$ cat src/rtl/register_32b_pkg.sv
// rtl/register_32b_pkg.sv - shared datapath register width and clear value
package register_32b_pkg;
    localparam int REG_WIDTH = 32;
    localparam logic [REG_WIDTH-1:0] REG_RESET_VALUE = '0;
endpackage

$ cat src/rtl/dff_le_bit.sv
// rtl/dff_le_bit.sv - single-bit flop with async active-low clear and active-low load enable
module dff_le_bit #(
    parameter logic RESET_BIT = 1'b0
) (
    input  logic clk,
    input  logic clr,
    input  logic le,
    input  logic d,
    output logic q
);
    always_ff @(posedge clk or negedge clr) begin
        if (!clr) begin
            q <= RESET_BIT;
        end else if (!le) begin
            q <= d;
        end
    end
endmodule

$ cat src/rtl/register_32b.sv
// rtl/register_32b.sv - WIDTH-bit edge-triggered register with async clear and active-low load
module register_32b
    import register_32b_pkg::*;
#(
    parameter int WIDTH = REG_WIDTH,
    parameter logic [WIDTH-1:0] RESET_VALUE = WIDTH'(REG_RESET_VALUE)
) (
    output logic [WIDTH-1:0] Y,
    input  logic             le,
    input  logic             clk,
    input  logic             clr,
    input  logic [WIDTH-1:0] X
);
    // Port order (Y, le, clk, clr, X) is kept for existing positional instances.
    for (genvar i = 0; i < WIDTH; i++) begin : g_bit
        dff_le_bit #(
            .RESET_BIT(RESET_VALUE[i])
        ) u_bit (
            .clk(clk),
            .clr(clr),
            .le (le),
            .d  (X[i]),
            .q  (Y[i])
        );
    end
endmodule

$ cat config.mk
export PLATFORM = sky130hd
export DESIGN_NAME = register_32b
export DESIGN_NICKNAME = d
export VERILOG_FILES = /design/src/rtl/register_32b_pkg.sv /design/src/rtl/dff_le_bit.sv /design/src/rtl/register_32b.sv
export SDC_FILE = /design/constraint.sdc
export NUM_CORES = 1
export LEC_CHECK = 0
export ABC_CLOCK_PERIOD_IN_PS = 1690
export CORE_MARGIN = 10
export CORE_UTILIZATION = 45
export DETAILED_ROUTE_END_ITERATION = 8
export PLACE_DENSITY = 0.92
export SLEW_MARGIN = 20
export SYNTH_ARGS = -nofsm -noshare
export SYNTH_HDL_FRONTEND = slang
export SYNTH_SLANG_ARGS = --single-unit
export TNS_END_PERCENT = 10
$ cat constraint.sdc
create_clock -name clk -period 1.69 [get_ports clk]
set_input_delay 0.338 -clock clk [delete_from_list [all_inputs] [get_ports clk]]
set_output_delay 0.338 -clock clk [all_outputs]
set_load 0.1 [all_outputs]
# Word level (Yosys, flattened, before mapping)
# Cells that the tools add are included.
dict set report totals {
  regBits 32
  in_bits 35
}

# Depth between registers and ports, before layout
# Gate-level depths: netlist of the first run.
dict set report depth {
  word_depth 0
  mapped_depth 3
  depth_no_buf 1
}

# By module
# A second synthesis of the first run with hierarchy kept.
dict set report unflattened {
  cells_unflattened 64
  area_unflattened_um2 1281.2
}
# module instances cells_each area_each_um2
set modules_own_cells {}
lappend modules_own_cells {dff_le_bit 32 2 40.0}

# Least setup slack after synthesis of the first run
# Ideal clock, no wire load.
dict set report synth_path {
  path_kind {input port to flip-flop}
  from {input port le}
  to {register g_bit[0].u_bit.q}
  setup_time_ns 0.125
  t_arrival_ns 0.880
  setup_slack_ns 0.685
  cell_stages 3
  path_buffers 2
  cell_sequence {buf_6 -> buf_12 -> mux2_4}
}
# item line_no
set synth_rtl {}
lappend synth_rtl {{from (decl)} register_32b.sv:9} ;# input logic le,
lappend synth_rtl {{to (signal assigned)} dff_le_bit.sv:13} ;# q <= RESET_BIT;
lappend synth_rtl {{to (signal assigned)} dff_le_bit.sv:15} ;# q <= d;
lappend synth_rtl {{to (decl)} dff_le_bit.sv:9} ;# output logic q
# No word-level cell between the ends.

# Worst setup path after layout of the first run
dict set report layout_path {
  from {register g_bit[30].u_bit.q}
  to {output port Y[30]}
}
# item line_no
set layout_rtl {}
lappend layout_rtl {{from (decl)} dff_le_bit.sv:9}
lappend layout_rtl {{from (signal assigned)} dff_le_bit.sv:13}
lappend layout_rtl {{from (signal assigned)} dff_le_bit.sv:15}
lappend layout_rtl {{to (decl)} register_32b.sv:8} ;# output logic [WIDTH-1:0] Y,
# No word-level cell between the ends.

==> results of run 1 <==
==> power breakdown <==
part | switching (mW) | internal [mW] | leakage (nW) | total (mW)
clock network | 0.245 | 0.205 | 0.0326 | 0.450
logic | 0.688 | 0.476 | 0.702 | 1.16
registers | 0.0921 | 0.842 | 0.374 | 0.934
==> cells in the final DEF (no fill, tap or decap) <==
master                            Yosys  routed
sky130_fd_sc_hd__clkdlybuf4s50_1      0      33
sky130_fd_sc_hd__buf_2                0       1
sky130_fd_sc_hd__clkbuf_4             0       5
sky130_fd_sc_hd__dfrtp_1             32      32
sky130_fd_sc_hd__buf_4               32       1
sky130_fd_sc_hd__clkbuf_8             0       1
sky130_fd_sc_hd__clkbuf_1             0       2
sky130_fd_sc_hd__mux2_4              30      30
sky130_fd_sc_hd__mux2_2               2       2
sky130_fd_sc_hd__buf_12               3      33
==> how the worst min path moves through the flow <==
| stage | from | slack [ns] | end |
|---|---|---|---|
| floorplan | clr | 0.04 | g_bit[0].u_bit.q |
| global placement | g_bit[4].u_bit.q | 0.56 | g_bit[4].u_bit.q |
| detailed placement | g_bit[22].u_bit.q | 0.56 | g_bit[22].u_bit.q |
| CTS | clr | 0.40 | g_bit[5].u_bit.q |
| global route | clr | 0.43 | g_bit[27].u_bit.q |
| finish | clr | 0.40 | g_bit[6].u_bit.q |
==> through the flow <==
step                      std cells  utilization, %  hold WS, ns  total power, mW  setup slack (ns)
after detailed placement        178           69.42       0.5604            2.125            0.4969
after global routing            186           71.17       0.4310            2.627            0.3523
after CTS                       186           71.17       0.3964            2.579            0.3658
final                           186           71.17       0.3991            2.548            0.3934
after global placement          178           69.42       0.5615            2.101            0.5281
after floorplan                 100               -      0.04241            1.746            0.6848
==> layout make-up <==
class                      count  area share [%]
multi-input combinational     32           19.76
tap                           46           2.405
clock buffer                   8           2.457
sequential                    32           33.46
timing repair buffer          68           41.92
==> per-layer routing <==
layer  GRT usage (%)  wire length [µm]  up-vias
li1                -                 -      378
met1           11.03              1174      414
met2           19.33              1887       39
met3           6.757               406        3
met4           5.376                38        0
met5               0                 0        -
==> logic make-up after synthesis <==
group	after synthesis	share of synthesized area, %
DFF	32	50.51
muxes	32	29.83
buffers and inverters	36	19.65
==> qor.yml, run 1 <==
h-tree-depth: 2
drt_initial_violations: 38
fp.coreArea_mm2: 0.003363
crit_fanout: 2
pins_over_their_slew_limit: 0
gr-usage-all-layers_pct: 11.47
overflow: 0
drt_pass1_iterations: 4
wl_mm: 3.506
final.setup_skew_ns: 0
die_width_um: 79.36
antenna_found_initial: 0
dpl.hpwl_mm: 2.890
num_rows: 21
die_area_mm2: 0.006297
postLayoutCellArea_mm2: 0.002394
register_area_um2: 800.8
synth-seq-cells: 32
initial_core_util_pct: 47.14
post_synth_main_area_contributors: "sky130_fd_sc_hd__dfrtp_1 (51%), sky130_fd_sc_hd__mux2_4 (28%), sky130_fd_sc_hd__buf_4 (15%)"
crit_chain: "buf_12"
tightest_slew_ns: 0.3905
report.final.setup_viol: 0
r2r_setup_slack_ns: 0.86
timing.critical_path.from_type: "flip-flop"
synth_top_area_share_pct: 50.51
place.port_buffers: 66
nets: 174
drt.antenna.violating_nets: 0
slew_headroom_pct: 73.97
flip_flop_count_of_the_largest_register_all_copies_and_words_added: 32
grt_pass1_vias: 992
proportion_of_register_bits_with_asynchronous_set_or_reset_after_synthesis_pct: 100.0
cts_resized: 0
synth_top_flop_cell: "sky130_fd_sc_hd__dfrtp_1"
top_register: "g_bit.u_bit.q"
vdd.ir_drop.worst_mv: 0.6380
num_vias: 834
diodes: 0
multi_input_area_um2: 473.0
power.density_mw_per_mm2: 1065
largest_registers: "g_bit.u_bit.q x32"
cts_inserted_buffers: 5
critical_path_arrival_ns: 0.96
synth_seq_area_share_pct: 50.51
fill_cells: 225
path_delay_family: "flip-flops"
worst-path-stages: 1
grt_pass1_wl_mm: 5.478
synth_top_area_cell: "sky130_fd_sc_hd__dfrtp_1"
synthesis.area_mm2: 0.001585
dieHeight_um: 79.36
worst_ep_required_time_ns: 1.35
final-hold-violation-count: 0
worst_stage_delay_on_the_critical_path_ns: 0.43
cap_violations: 0
gp_congestion: 0.6226
fin_crit_ns: 1.297
outcome: "finished, final reports clean"
timing.critical_path.slowest_stage_cell: "sky130_fd_sc_hd__dfrtp_1"
tns_ns: 0
fmax_mhz: 771.3
clkLatencyLatePin_ns: 0.32
rsz0062_at_grt: "false"
number_of_enable_flip_flop_cells_after_synthesis: 0
cts_hold_buf: 0
syn_inst: 100
critPathLaunch: "g_bit[30].u_bit.q"
post_route_cells_drive_above_1_share_pct: 52.14
post_synth_most_frequent_cells: "sky130_fd_sc_hd__buf_4 (32), sky130_fd_sc_hd__dfrtp_1 (32), sky130_fd_sc_hd__mux2_4 (30)"
drt-vias-per-instance: 4.484
critPathKind: "flip-flop to output port"
power.static_leakage_nw: 1.108
synth.lib_cells_used.distinct: 6
avgSynthCellArea_um2: 15.85
crit_path_end: "Y[30]"
post_drt_wl_per_cell_um: 18.85
tritoncts: "done"
clock_path_buffers: 2
fin_crit_sh_pct: 76.72
clock_sink_count: 32
class_of_the_tightest_hold_or_removal_check: "input pin to asynchronous set/reset pin"
cts_root_buf: "sky130_fd_sc_hd__clkbuf_4"
r2r-start: "g_bit[30].u_bit.q"
yosys_warnings: 0
synth_nets: 135
syn2layout_area_growth_pct: 50.99
r2r.worst_path.cells: 1
regToRegEndpoint: "g_bit[30].u_bit.q"
top_level_ports: 67
path_buf_inv: 1
critical_path.endpoint_type: "output port"
pin_count_of_the_biggest_net_entering_global_routing: 33
drc_errors: 0
place_area_mm2: 0.002335
buffer_count_from_post_cts_setup_fixing: 0
worst_setup_hold_path_clk_slew_ns: 0.09
(Power assumes the default switching activity.)
==> inputs of run 2 (changes only) <==
--- a/config.mk
+++ b/config.mk
@@ -5,11 +5,11 @@
 export SDC_FILE = /design/constraint.sdc
 export NUM_CORES = 1
 export LEC_CHECK = 0
-export ABC_CLOCK_PERIOD_IN_PS = 1690
+export ABC_CLOCK_PERIOD_IN_PS = 1200
 export CORE_MARGIN = 10
-export CORE_UTILIZATION = 45
+export CORE_UTILIZATION = 42
 export DETAILED_ROUTE_END_ITERATION = 8
-export PLACE_DENSITY = 0.92
+export PLACE_DENSITY = 0.87
 export SLEW_MARGIN = 20
 export SYNTH_ARGS = -nofsm -noshare
 export SYNTH_HDL_FRONTEND = slang
==> constraint.sdc (replaced) <==
create_clock -name clk -period 1.2 [get_ports clk]
set_input_delay 0.24 -clock clk [delete_from_list [all_inputs] [get_ports clk]]
set_output_delay 0.24 -clock clk [all_outputs]
set_load 0.1 [all_outputs]
==> qor.yml, run 2 (synthesis results as in run 1) <==
fin_crit_ns: 1.119
die_width_um: 81.44  # was 79.36 µm
timing.critical_path.from_type: "flip-flop"  # unchanged
diodes: 0  # unchanged
worst_ep_required_time_ns: 0.96  # was 1.35 ns
power.density_mw_per_mm2: 1542  # was 1065 mW/mm²
critical_path.endpoint_type: "output port"  # unchanged
power.static_leakage_nw: 1.135  # was 1.108 nW
antenna_found_initial: 0  # unchanged
dpl.hpwl_mm: 2.820  # was 2.890 mm
place_area_mm2: 0.002370  # was 0.002335 mm²
final-hold-violation-count: 0  # unchanged
cts_inserted_buffers: 5  # unchanged
grt_pass1_wl_mm: 5.540  # was 5.478 mm
num_rows: 22  # was 21
overflow: 0  # unchanged
post-route-worst-setup-slack_ns: 0.08149  # was 0.3934 ns
vdd.ir_drop.worst_mv: 0.7029  # was 0.6380 mV
top_level_ports: 67  # unchanged
post_route_cells_drive_above_1_share_pct: 52.48  # was 52.14%
gr-usage-all-layers_pct: 11.15  # was 11.47%
class_of_the_tightest_hold_or_removal_check: "input pin to flip-flop"  # was input pin to asynchronous set/reset pin
fin_crit_sh_pct: 93.21
final.setup_skew_ns: 0  # unchanged
pin_count_of_the_biggest_net_entering_global_routing: 33  # unchanged
drt.antenna.violating_nets: 0  # unchanged
cts_resized: 0  # unchanged
report.final.setup_viol: 0  # unchanged
die_area_mm2: 0.006632  # was 0.006297 mm²
multi_input_area_um2: 473.0  # unchanged
timing.critical_path.slowest_stage_cell: "sky130_fd_sc_hd__dfrtp_1"  # unchanged
gp_congestion: 0.7443  # was 0.6226
placement.setup.worst_slack_ns: 0.1297  # was 0.4969 ns
place.port_buffers: 66  # unchanged
h-tree-depth: 2  # unchanged
num_vias: 825  # was 834
syn2layout_area_growth_pct: 55.17  # was 50.99%
finalPower_mw: 3.793  # was 2.548 mW
critPathKind: "flip-flop to output port"  # unchanged
tns_ns: 0  # unchanged
flip_flop_count_of_the_largest_register_all_copies_and_words_added: 32  # unchanged
clkLatencyLatePin_ns: 0.28  # was 0.32 ns
critical_path_arrival_ns: 0.88  # was 0.96 ns
buffer_count_from_post_cts_setup_fixing: 0  # unchanged
wl_mm: 3.452  # was 3.506 mm
dieHeight_um: 81.44  # was 79.36 µm
tightest_slew_ns: 0.1744  # was 0.3905 ns
postLayoutCellArea_mm2: 0.002460  # was 0.002394 mm²
cts_hold_buf: 0  # unchanged
drt_pass1_iterations: 2  # was 4
pins_over_their_slew_limit: 0  # unchanged
drc_errors: 0  # unchanged
final_common_cell: "sky130_fd_sc_hd__buf_12"
top_register: "g_bit.u_bit.q"  # unchanged
post_drt_wl_per_cell_um: 18.26  # was 18.85 µm
clock_path_buffers: 2  # unchanged
layout_common_cells: "sky130_fd_sc_hd__buf_12 (35), sky130_fd_sc_hd__clkdlybuf4s50_1 (33), sky130_fd_sc_hd__dfrtp_1 (32)"  # was sky130_fd_sc_hd__clkdlybuf4s50_1 (33), sky130_fd_sc_hd__buf_12 (33), sky130_fd_sc_hd__dfrtp_1 (32)
nets: 175  # was 174
fmax_mhz: 894.1
cts_root_buf: "sky130_fd_sc_hd__clkbuf_8"  # was sky130_fd_sc_hd__clkbuf_4
largest_registers: "g_bit.u_bit.q x32"  # unchanged
cap_violations: 0  # unchanged
register_area_um2: 800.8  # unchanged
crit_chain: "buf_12"  # unchanged
worst_stage_delay_on_the_critical_path_ns: 0.42  # was 0.43 ns
drt_initial_violations: 20  # was 38
clock_sink_count: 32  # unchanged
rsz0062_at_grt: "false"  # unchanged
slew_headroom_pct: 88.38  # was 73.97%
fp.coreArea_mm2: 0.003661  # was 0.003363 mm²
path_delay_family: "flip-flops"  # unchanged
path_buf_inv: 1  # unchanged
outcome: "finished, final reports clean"  # unchanged
fill_cells: 247  # was 225
drt-vias-per-instance: 4.365  # was 4.484
initial_core_util_pct: 43.30  # was 47.14%
worst_setup_hold_path_clk_slew_ns: 0.07  # was 0.09 ns
tritoncts: "done"  # unchanged
grt_pass1_vias: 1001  # was 992
crit_fanout: 2  # unchanged
-- run 2: routing by layer --
layer  track usage (%)  part of all wire (%)  vias to the layer above
li1                  -                     -                      377
met1             10.83                    36                      408
met2             19.98                    54                       36
met3             6.114                   9.1                        4
met4             3.114                  0.93                        0
met5                 0                     0                        -
-- run 2: metrics by stage --
stage	std cells	util, %	hold WS [ns]
2_1_floorplan	100	-	-0.05559
3_3_place_gp	181	64.73	0.5564
3_5_place_dp	181	64.73	0.5615
4_1_cts	189	67.19	0.3153
5_1_grt	189	67.19	0.3162
6_report	189	67.19	0.3223
-- run 2: final cells by class --
type,instances,area share [%]
well taps,48,2.442
flip-flops and latches,32,32.55
multi-input cells,32,19.23
clock buffers,8,3.662
repair buffers,69,42.12
-- run 2: final timing paths --
kind                                    from           endpoint  slack (ns)  cells after the start
max                         g_bit[0].u_bit.q               Y[0]        0.08                      1
min                                       le   g_bit[9].u_bit.q        0.32                      2
max reg2reg                g_bit[31].u_bit.q  g_bit[31].u_bit.q        0.40                      1
min reg2reg                g_bit[11].u_bit.q  g_bit[11].u_bit.q        0.58                      1
max in group asynchronous                clr  g_bit[18].u_bit.q        0.70                      2
min in group asynchronous                clr  g_bit[21].u_bit.q        0.34                      2
-- run 2: power breakdown --
| part | switching [mW] | internal, mW |
|---|---|---|
| logic | 0.969 | 0.682 |
| registers | 0.125 | 1.19 |
| clock network | 0.362 | 0.467 |
==> inputs of run 3 (changes only) <==
--- a/config.mk
+++ b/config.mk
@@ -7,9 +7,11 @@
 export LEC_CHECK = 0
 export ABC_CLOCK_PERIOD_IN_PS = 1200
 export CORE_MARGIN = 10
-export CORE_UTILIZATION = 42
+export CORE_UTILIZATION = 55
+export CTS_BUF_LIST = sky130_fd_sc_hd__clkbuf_8 sky130_fd_sc_hd__clkbuf_16
 export DETAILED_ROUTE_END_ITERATION = 8
-export PLACE_DENSITY = 0.87
+export DONT_BUFFER_PORTS = 1
+export PLACE_DENSITY = 0.78
 export SLEW_MARGIN = 20
 export SYNTH_ARGS = -nofsm -noshare
 export SYNTH_HDL_FRONTEND = slang
==> qor.yml, run 3 (synthesis results as in run 1) <==
drt_initial_violations: 32  # was 20
gp_congestion: 0.6334  # was 0.7443
net_switching_fraction_of_the_power_pct: 39.27  # was 38.37%
h-tree-depth: 2  # unchanged
dieHeight_um: 73.69  # was 81.44 µm
fill_cells: 169  # was 247
pin_count_of_the_biggest_net_entering_global_routing: 33  # unchanged
initial_core_util_pct: 57.49  # was 43.30%
outcome: "finished, final reports clean"  # unchanged
vdd.ir_drop.worst_mv: 1.498  # was 0.7029 mV
nets: 140  # was 175
num_rows: 19  # was 22
timing.critical_path.from_type: "flip-flop"  # unchanged
clockPowerShare_pct: 20.2  # was 21.9%
grt_pass1_vias: 831  # was 1,001
report.final.setup_viol: 0  # unchanged
cts_resized: 0  # unchanged
critical_path_arrival_ns: 0.87  # was 0.88 ns
critPathKind: "flip-flop to output port"  # unchanged
hold-path-cell-count: 1  # was 2
power.share.combinational_pct: 42.6  # was 43.5%
wl_mm: 3.126  # was 3.452 mm
worst-path-stages: 1  # unchanged
diodes: 0  # unchanged
place.port_buffers: 0  # was 66
worst_stage_delay_on_the_critical_path_ns: 0.41  # was 0.42 ns
total_switching_power_mw: 1.384  # was 1.455 mW
fp.coreArea_mm2: 0.002758  # was 0.003661 mm²
antenna_found_initial: 0  # unchanged
layout.core_utilization_pct: 74.41  # was 67.19%
path_delay_family: "flip-flops"  # unchanged
fin_crit_ns: 1.111  # was 1.119 ns
p_int_mw: 2.140  # was 2.337 mW
critical_path.endpoint_type: "output port"  # unchanged
power.density_mw_per_mm2: 1717  # was 1542 mW/mm²
path_buf_inv: 1  # unchanged
clock_sink_count: 32  # unchanged
die_width_um: 73.69  # was 81.44 µm
final_common_cell: "sky130_fd_sc_hd__buf_12"  # unchanged
drt-vias-per-instance: 5.060  # was 4.365
drt.antenna.violating_nets: 0  # unchanged
pins_over_their_slew_limit: 0  # unchanged
num_vias: 678  # was 825
finalPower_mw: 3.524  # was 3.793 mW
r2r_setup_slack_ns: 0.39  # was 0.40 ns
drt_pass1_iterations: 3  # was 2
final.setup_skew_ns: 0  # unchanged
wl_met1_mm: 1.157  # was 1.232 mm
post_drt_wl_per_cell_um: 23.33  # was 18.26 µm
fin_crit_sh_pct: 92.59  # was 93.21%
class_of_the_tightest_hold_or_removal_check: "input pin to flip-flop"  # unchanged
tritoncts: "done"  # unchanged
grt_pass1_wl_mm: 4.843  # was 5.540 mm
tightest_slew_ns: 0.1762  # was 0.1744 ns
power.static_leakage_nw: 0.9780  # was 1.135 nW
slew_headroom_pct: 88.25  # was 88.38%
clkLatencyLatePin_ns: 0.26  # was 0.28 ns
tns_ns: 0  # unchanged
gr-usage-all-layers_pct: 11.96  # was 11.15%
die_area_mm2: 0.005429  # was 0.006632 mm²
final-hold-violation-count: 0  # unchanged
largest_registers: "g_bit.u_bit.q x32"  # unchanged
met3WireLength_um: 397  # was 313 µm
cap_violations: 0  # unchanged
top_level_ports: 67  # unchanged
drc_errors: 0  # unchanged
clock_path_buffers: 2  # unchanged
crit_chain: "buf_12"  # unchanged
post_route_cells_drive_above_1_share_pct: 67.96  # was 52.48%
crit_fanout: 2  # unchanged
seqPwrFrac_pct: 37.2  # was 34.6%
overflow: 0  # unchanged
timing.critical_path.slowest_stage_cell: "sky130_fd_sc_hd__dfrtp_1"  # unchanged
worst_ep_required_time_ns: 0.96  # about the same
cts_root_buf: "sky130_fd_sc_hd__clkbuf_8"  # unchanged
layout_common_cells: "sky130_fd_sc_hd__buf_12 (33), sky130_fd_sc_hd__dfrtp_1 (32), sky130_fd_sc_hd__mux2_4 (30)"  # was sky130_fd_sc_hd__buf_12 (35), sky130_fd_sc_hd__clkdlybuf4s50_1 (33), sky130_fd_sc_hd__dfrtp_1 (32)
top_register: "g_bit.u_bit.q"  # unchanged
cts_inserted_buffers: 5  # unchanged
place_inst: 127  # was 181
wl_met2_mm: 1.552  # was 1.872 mm
syn2layout_area_growth_pct: 29.44  # was 55.17%
flip_flop_count_of_the_largest_register_all_copies_and_words_added: 32  # unchanged
dpl.hpwl_mm: 2.425  # was 2.820 mm
maxUsedRoutingLayer: "met4"  # unchanged
r2r.worst_path.cells: 1  # unchanged
worst_setup_hold_path_clk_slew_ns: 0.06  # was 0.07 ns
finalNonFillerCells: 134  # was 189
rsz0062_at_grt: "false"  # unchanged
fmax_mhz: 900.0  # was 894.1 MHz
run 3: changes by cell type in the layout (fill, tap and decap cells not counted):
cell,change
sky130_fd_sc_hd__buf_12,-2
sky130_fd_sc_hd__buf_2,-1
sky130_fd_sc_hd__clkbuf_1,-2
sky130_fd_sc_hd__clkbuf_8,-1
sky130_fd_sc_hd__clkdlybuf4s50_1,-33
sky130_fd_sc_hd__dlygate4sd3_1,+1
run 3: per-layer routing:
metal	up-vias	track usage, %
met2	38	17.99
met5	-	0
li1	303	-
met1	335	13.31
met3	2	8.075
met4	0	3.727
run 3: path summary, 6_finish.rpt:
check | startpoint | to
max in group asynchronous | clr | g_bit[8].u_bit.q
worst max register to register | g_bit[20].u_bit.q | g_bit[20].u_bit.q
worst min-delay path | X[16] | g_bit[16].u_bit.q
worst min register to register | g_bit[28].u_bit.q | g_bit[28].u_bit.q
min in group asynchronous | clr | g_bit[3].u_bit.q
worst max-delay path | g_bit[5].u_bit.q | Y[5]
run 3: repair_timing:
action / 4_1_cts / 5_1_grt
hold buffers: 2 / 0
buffers inserted: 0 / 0
hold endpoints to repair: 32 / 0
run 3: cell type report:
cell class | count | area, µm² | share of cell area, %
Clock buffer | 5 | 68.82 | 3.354
Multi-Input combinational cell | 32 | 473.0 | 23.05
Sequential cell | 32 | 800.8 | 39.02
Tap cell | 31 | 38.79 | 1.890
Timing Repair Buffer | 34 | 670.6 | 32.68
run 3: per-stage QoR:
step	worst slack [ns]	cell area [µm²]	hold slack, ns
after global routing	0.04951	2052	0.09733
after floorplan	0.2928	1585	-0.05559
after CTS	0.07564	2052	0.1082
final	0.08893	2052	0.1178
after global placement	0.3930	1953	-0.05450
after detailed placement	0.3760	1953	-0.05444
run 3: power by group through the flow:
| stage | clock, mW | combinational (mW) | sequential [mW] |
|---|---|---|---|
| floorplan | 0 | 1.21 | 1.25 |
| global placement | 0 | 1.47 | 1.32 |
| detailed placement | 0 | 1.48 | 1.33 |
| CTS | 0.728 | 1.52 | 1.31 |
| global route | 0.781 | 1.54 | 1.33 |
| finish | 0.711 | 1.50 | 1.31 |
==> RTL edit 1 (settings of run 2) <==
`REG_WIDTH`: 32 -> 64.
--- a/src/rtl/register_32b_pkg.sv
+++ b/src/rtl/register_32b_pkg.sv
@@ -2,3 +2,3 @@
 package register_32b_pkg;
-    localparam int REG_WIDTH = 32;
+    localparam int REG_WIDTH = 64;
     localparam logic [REG_WIDTH-1:0] REG_RESET_VALUE = '0;
Interface: changed (resized X and Y); port bits go from 67 to 131. The function was not compared with the original's and may differ.
==> RTL edit 1 against run 2 <==
Setup slack worse by 0.080 ns; design area is 100% higher; sequential cell count rose by 32; clock power rose by 150%; first-iteration DRC count is 95% higher; total power rose by 110%; area after synthesis is 99% higher; routed wire length is 100% higher; largest power group unchanged.
==> RTL edit 1: results (changes against run 2) <==
status=completed; Placement Cell Area=4690 sq um (+98%); vias in the first global route=1,873 (+87%); layout cells sized above 1=53.6% (+1.1 points); Flop pwr share=33.0% (-1.6 points); VDD IR-drop max=0.000801 V (+14%); Leakage Power=2.28 nW (+100%); Cell Count, Final, Fillers Out=379 (+100%); DR WL/cell=18.5 um (+1.6%); number of buffers created by CTS=9 (+4); clock share of power=25.6% (+3.7 points); WL met1=2750 um (+120%); met3 WL=671 um (+110%); Clock H-tree levels=3 (+1); GR Util met1=14.3% (+3.5 points); initial DRC count=39 (+95%); post-cts hold buffer count=1 (+1); met2 GRT Util=19.8% (-0.14 points); flops & latches, synth=64 (+100%); Global Route met3 Usage=7.19% (+1.1 points); gr usage total=12.6% (+1.4 points); placed insts=361 (+99%); r2r startpoint=g_bit[3].u_bit.q$_DFFE_PN0N_; number of detailed-route iterations in the first pass=3 (+1); # nets final=343 (+96%); largest net degree at the start of global routing=65 (+97%); multi-input combinational area share=19.2% (-0.044 points); first-pass GRT wire length=11,100 um (+100%); I/O Buffers=130 (+97%); worst r2r dst=g_bit[3].u_bit.q$_DFFE_PN0N_; worst-margin pin slew=0.336 ns (+0.161 ns); Critical Path AT=0.96 ns (+0.08 ns); clock buffers=12 (+4); Sw Pwr=2.96 mW (+100%); Synth Net Count=266 (+97%); count of multi-input gates=64 (+100%)
==> RTL edit 1: worst max-delay path by stage <==
| stage | endpoint | slack [ns] |
|---|---|---|
| floorplan | g_bit[0].u_bit.q$_DFFE_PN0N_ | 0.23 |
| global placement | g_bit[46].u_bit.q$_DFFE_PN0N_ | 0.11 |
| detailed placement | g_bit[56].u_bit.q$_DFFE_PN0N_ | 0.08 |
| CTS | Y[13] | -0.008 |
| global route | Y[32] | -0.03 |
| finish | Y[34] | 0.002 |
==> RTL edit 1: stage by stage <==
stage	hold slack (ns)	total power, mW	setup WS [ns]	utilization [%]
CTS	0.270	8.08	-0.00800	67.4
global route	0.276	8.25	-0.0321	67.6
global placement	0.281	5.93	0.109	64.3
finish	0.292	7.96	0.00184	67.6
detailed placement	0.293	5.98	0.0835	64.3
floorplan	-0.0556	4.91	0.229	-
==> RTL edit 1: worst reg2reg max path, stage by stage (launching register included) <==
cell,delay (ns)
dfrtp_1,0.41
buf_4,0.15
mux2_4,0.25
==> RTL edit 2 (config.mk and constraints of run 2) <==
Made on the original files. Register the output `Y`, without a reset; this adds one clock of latency there.
--- a/src/rtl/register_32b.sv
+++ b/src/rtl/register_32b.sv
@@ -13,2 +13,4 @@
 );
+
+    logic [WIDTH-1:0] Y_d;
     // Port order (Y, le, clk, clr, X) is kept for existing positional instances.
@@ -22,5 +24,9 @@
             .d  (X[i]),
-            .q  (Y[i])
+            .q  (Y_d[i])
         );
     end
+    always_ff @(posedge clk) begin
+        Y <= Y_d;
+    end
+
 endmodule
Function: changed (a bounded check fails within 4 cycles, from zero or initial values).
==> RTL edit 2 against run 2 <==
Non-clock buffer count unchanged; routed wire length increased by 25%; area after synthesis increased by 25%; setup slack got worse by 0.026 ns; critical path depth unchanged; design area increased by 33%; total power increased by 69%; sequential cell count increased by 32.
==> RTL edit 2: results (changes against run 2) <==
Gate power share=25.9% (-18 points); initial DRC count=14 (-30%); post-cts sizing count=0 (unchanged); Antenna diodes=0 (unchanged); reg2reg path depth=1 (unchanged); placed insts=217 (+20%); combinational gate power=1.66 mW; antenna violations before repair=0 (unchanged); gr usage total=12.2% (+1.0 points); routability congestion estimate from global placement=0.771 (+3.6%); # nets final=211 (+21%); Mapped Cells=100 (unchanged); drt total wl=4330 um (+25%); Crit path largest cell delay=0.38 ns (-0.04 ns); vias=1,034 (+25%); Max transition margin=88.2% (-0.17 points); vias in the first global route=1,219 (+22%); Clock Latency Late Sink=0.33 ns (+0.05 ns); CTS root buffer=clkbuf_8; Fin Clk Skew=0.00756 ns (+0.00756 ns); I/O Buffers=66 (unchanged); Setup Buffers After CTS=0 (unchanged); class of the worst hold path=in2async; ys flop type=dfxtp_1; number of fill cells=260 (+5.3%); Post-synth top cells=dfrtp_1, dfxtp_1, mux2_4; Critical Path AT=0.90 ns (+0.02 ns); Worst-path clk slew=0.07 ns (about the same); Unique masters post-synth=6 (unchanged); async set or reset register ratio after synthesis=50.0% (-50 points); clock group power=2.24 mW (+170%); DR vias/cell=4.44 (+1.7%); Ys Warns=0 (unchanged); number of buffers created by CTS=9 (+4); biggest regs=Y (32), g_bit.u_bit.q (32); Seq/Total Area, Yosys=72.6% (+22 points); pre-CTS setup slack=0.139 ns (+0.00951 ns); layout cells sized above 1=45.9% (-6.6 points); number of detailed-route iterations in the first pass=3 (+1); critical-path maximum fanout=1 (-1); first-pass GRT wire length=6890 um (+24%); Switching Share=30.0% (-8.3 points); Synth Net Count=135 (unchanged); status=completed; critical path's top delay family=flip-flops; CTS Buffer Depth=2 (unchanged); Leakage Power=1.48 nW (+31%); VDD IR-drop max=0.00118 V (+68%); cells taking the most area after synthesis=dfrtp_1, dfxtp_1, mux2_4; Clock H-tree levels=3 (+1); Placement Cell Area=3020 sq um (+27%); slowest CP cell=dfxtp_1; largest net degree at the start of global routing=33 (unchanged)
==> RTL edit 2: cell count changes in the layout (fill, tap and decap cells not counted) <==
cell	run 2	this run
clkbuf_1	2	1
clkbuf_8	6	10
clkinv_4	0	1
dfxtp_1	0	32
bufinv_16	0	3
clkinv_2	0	1
==> RTL edit 2: logic make-up after synthesis <==
logic type,Yosys count,synth area share (%)
buffers and inverters,4,3.59
multiplexers,32,23.8
flip-flops,64,72.6
==> RTL edit 2: cell type report <==
cell class	instances	area (sq um)	area share, %
sequential	64	1440	44.2
clock inverter	5	104	3.18
multi-input combinational	32	473	14.5
timing repair buffer	69	1040	31.8
tap	52	65.1	2.00
clock buffer	11	141	4.34
==> RTL edit 2: worst paths after layout <==
path | start | to | slack [ns]
hold / removal | clr | g_bit[13].u_bit.q$_DFFE_PN0N_ | 0.27
setup reg to reg | g_bit[26].u_bit.q$_DFFE_PN0N_ | g_bit[26].u_bit.q$_DFFE_PN0N_ | 0.43
min in group clk | g_bit[5].u_bit.q$_DFFE_PN0N_ | Y[5]$_DFF_P_ | 0.37
setup / recovery | Y[31]$_DFF_P_ | Y[31] | 0.06
max in group asynchronous | clr | g_bit[5].u_bit.q$_DFFE_PN0N_ | 0.76
hold reg to reg | g_bit[5].u_bit.q$_DFFE_PN0N_ | Y[5]$_DFF_P_ | 0.37
==> RTL edit 2: per-layer routing <==
| metal | routed length [um] | vias to the layer above | GRT usage (%) | part of all wire (%) |
|---|---|---|---|---|
| met1 | 1540 | 504 | 12.3 | 36 |
| met4 | 21 | 0 | 3.52 | 0.49 |
| met2 | 2440 | 40 | 20.9 | 56 |
| met5 | 0 | - | 0 | 0 |
| li1 | - | 486 | - | - |
| met3 | 330 | 4 | 7.08 | 7.6 |
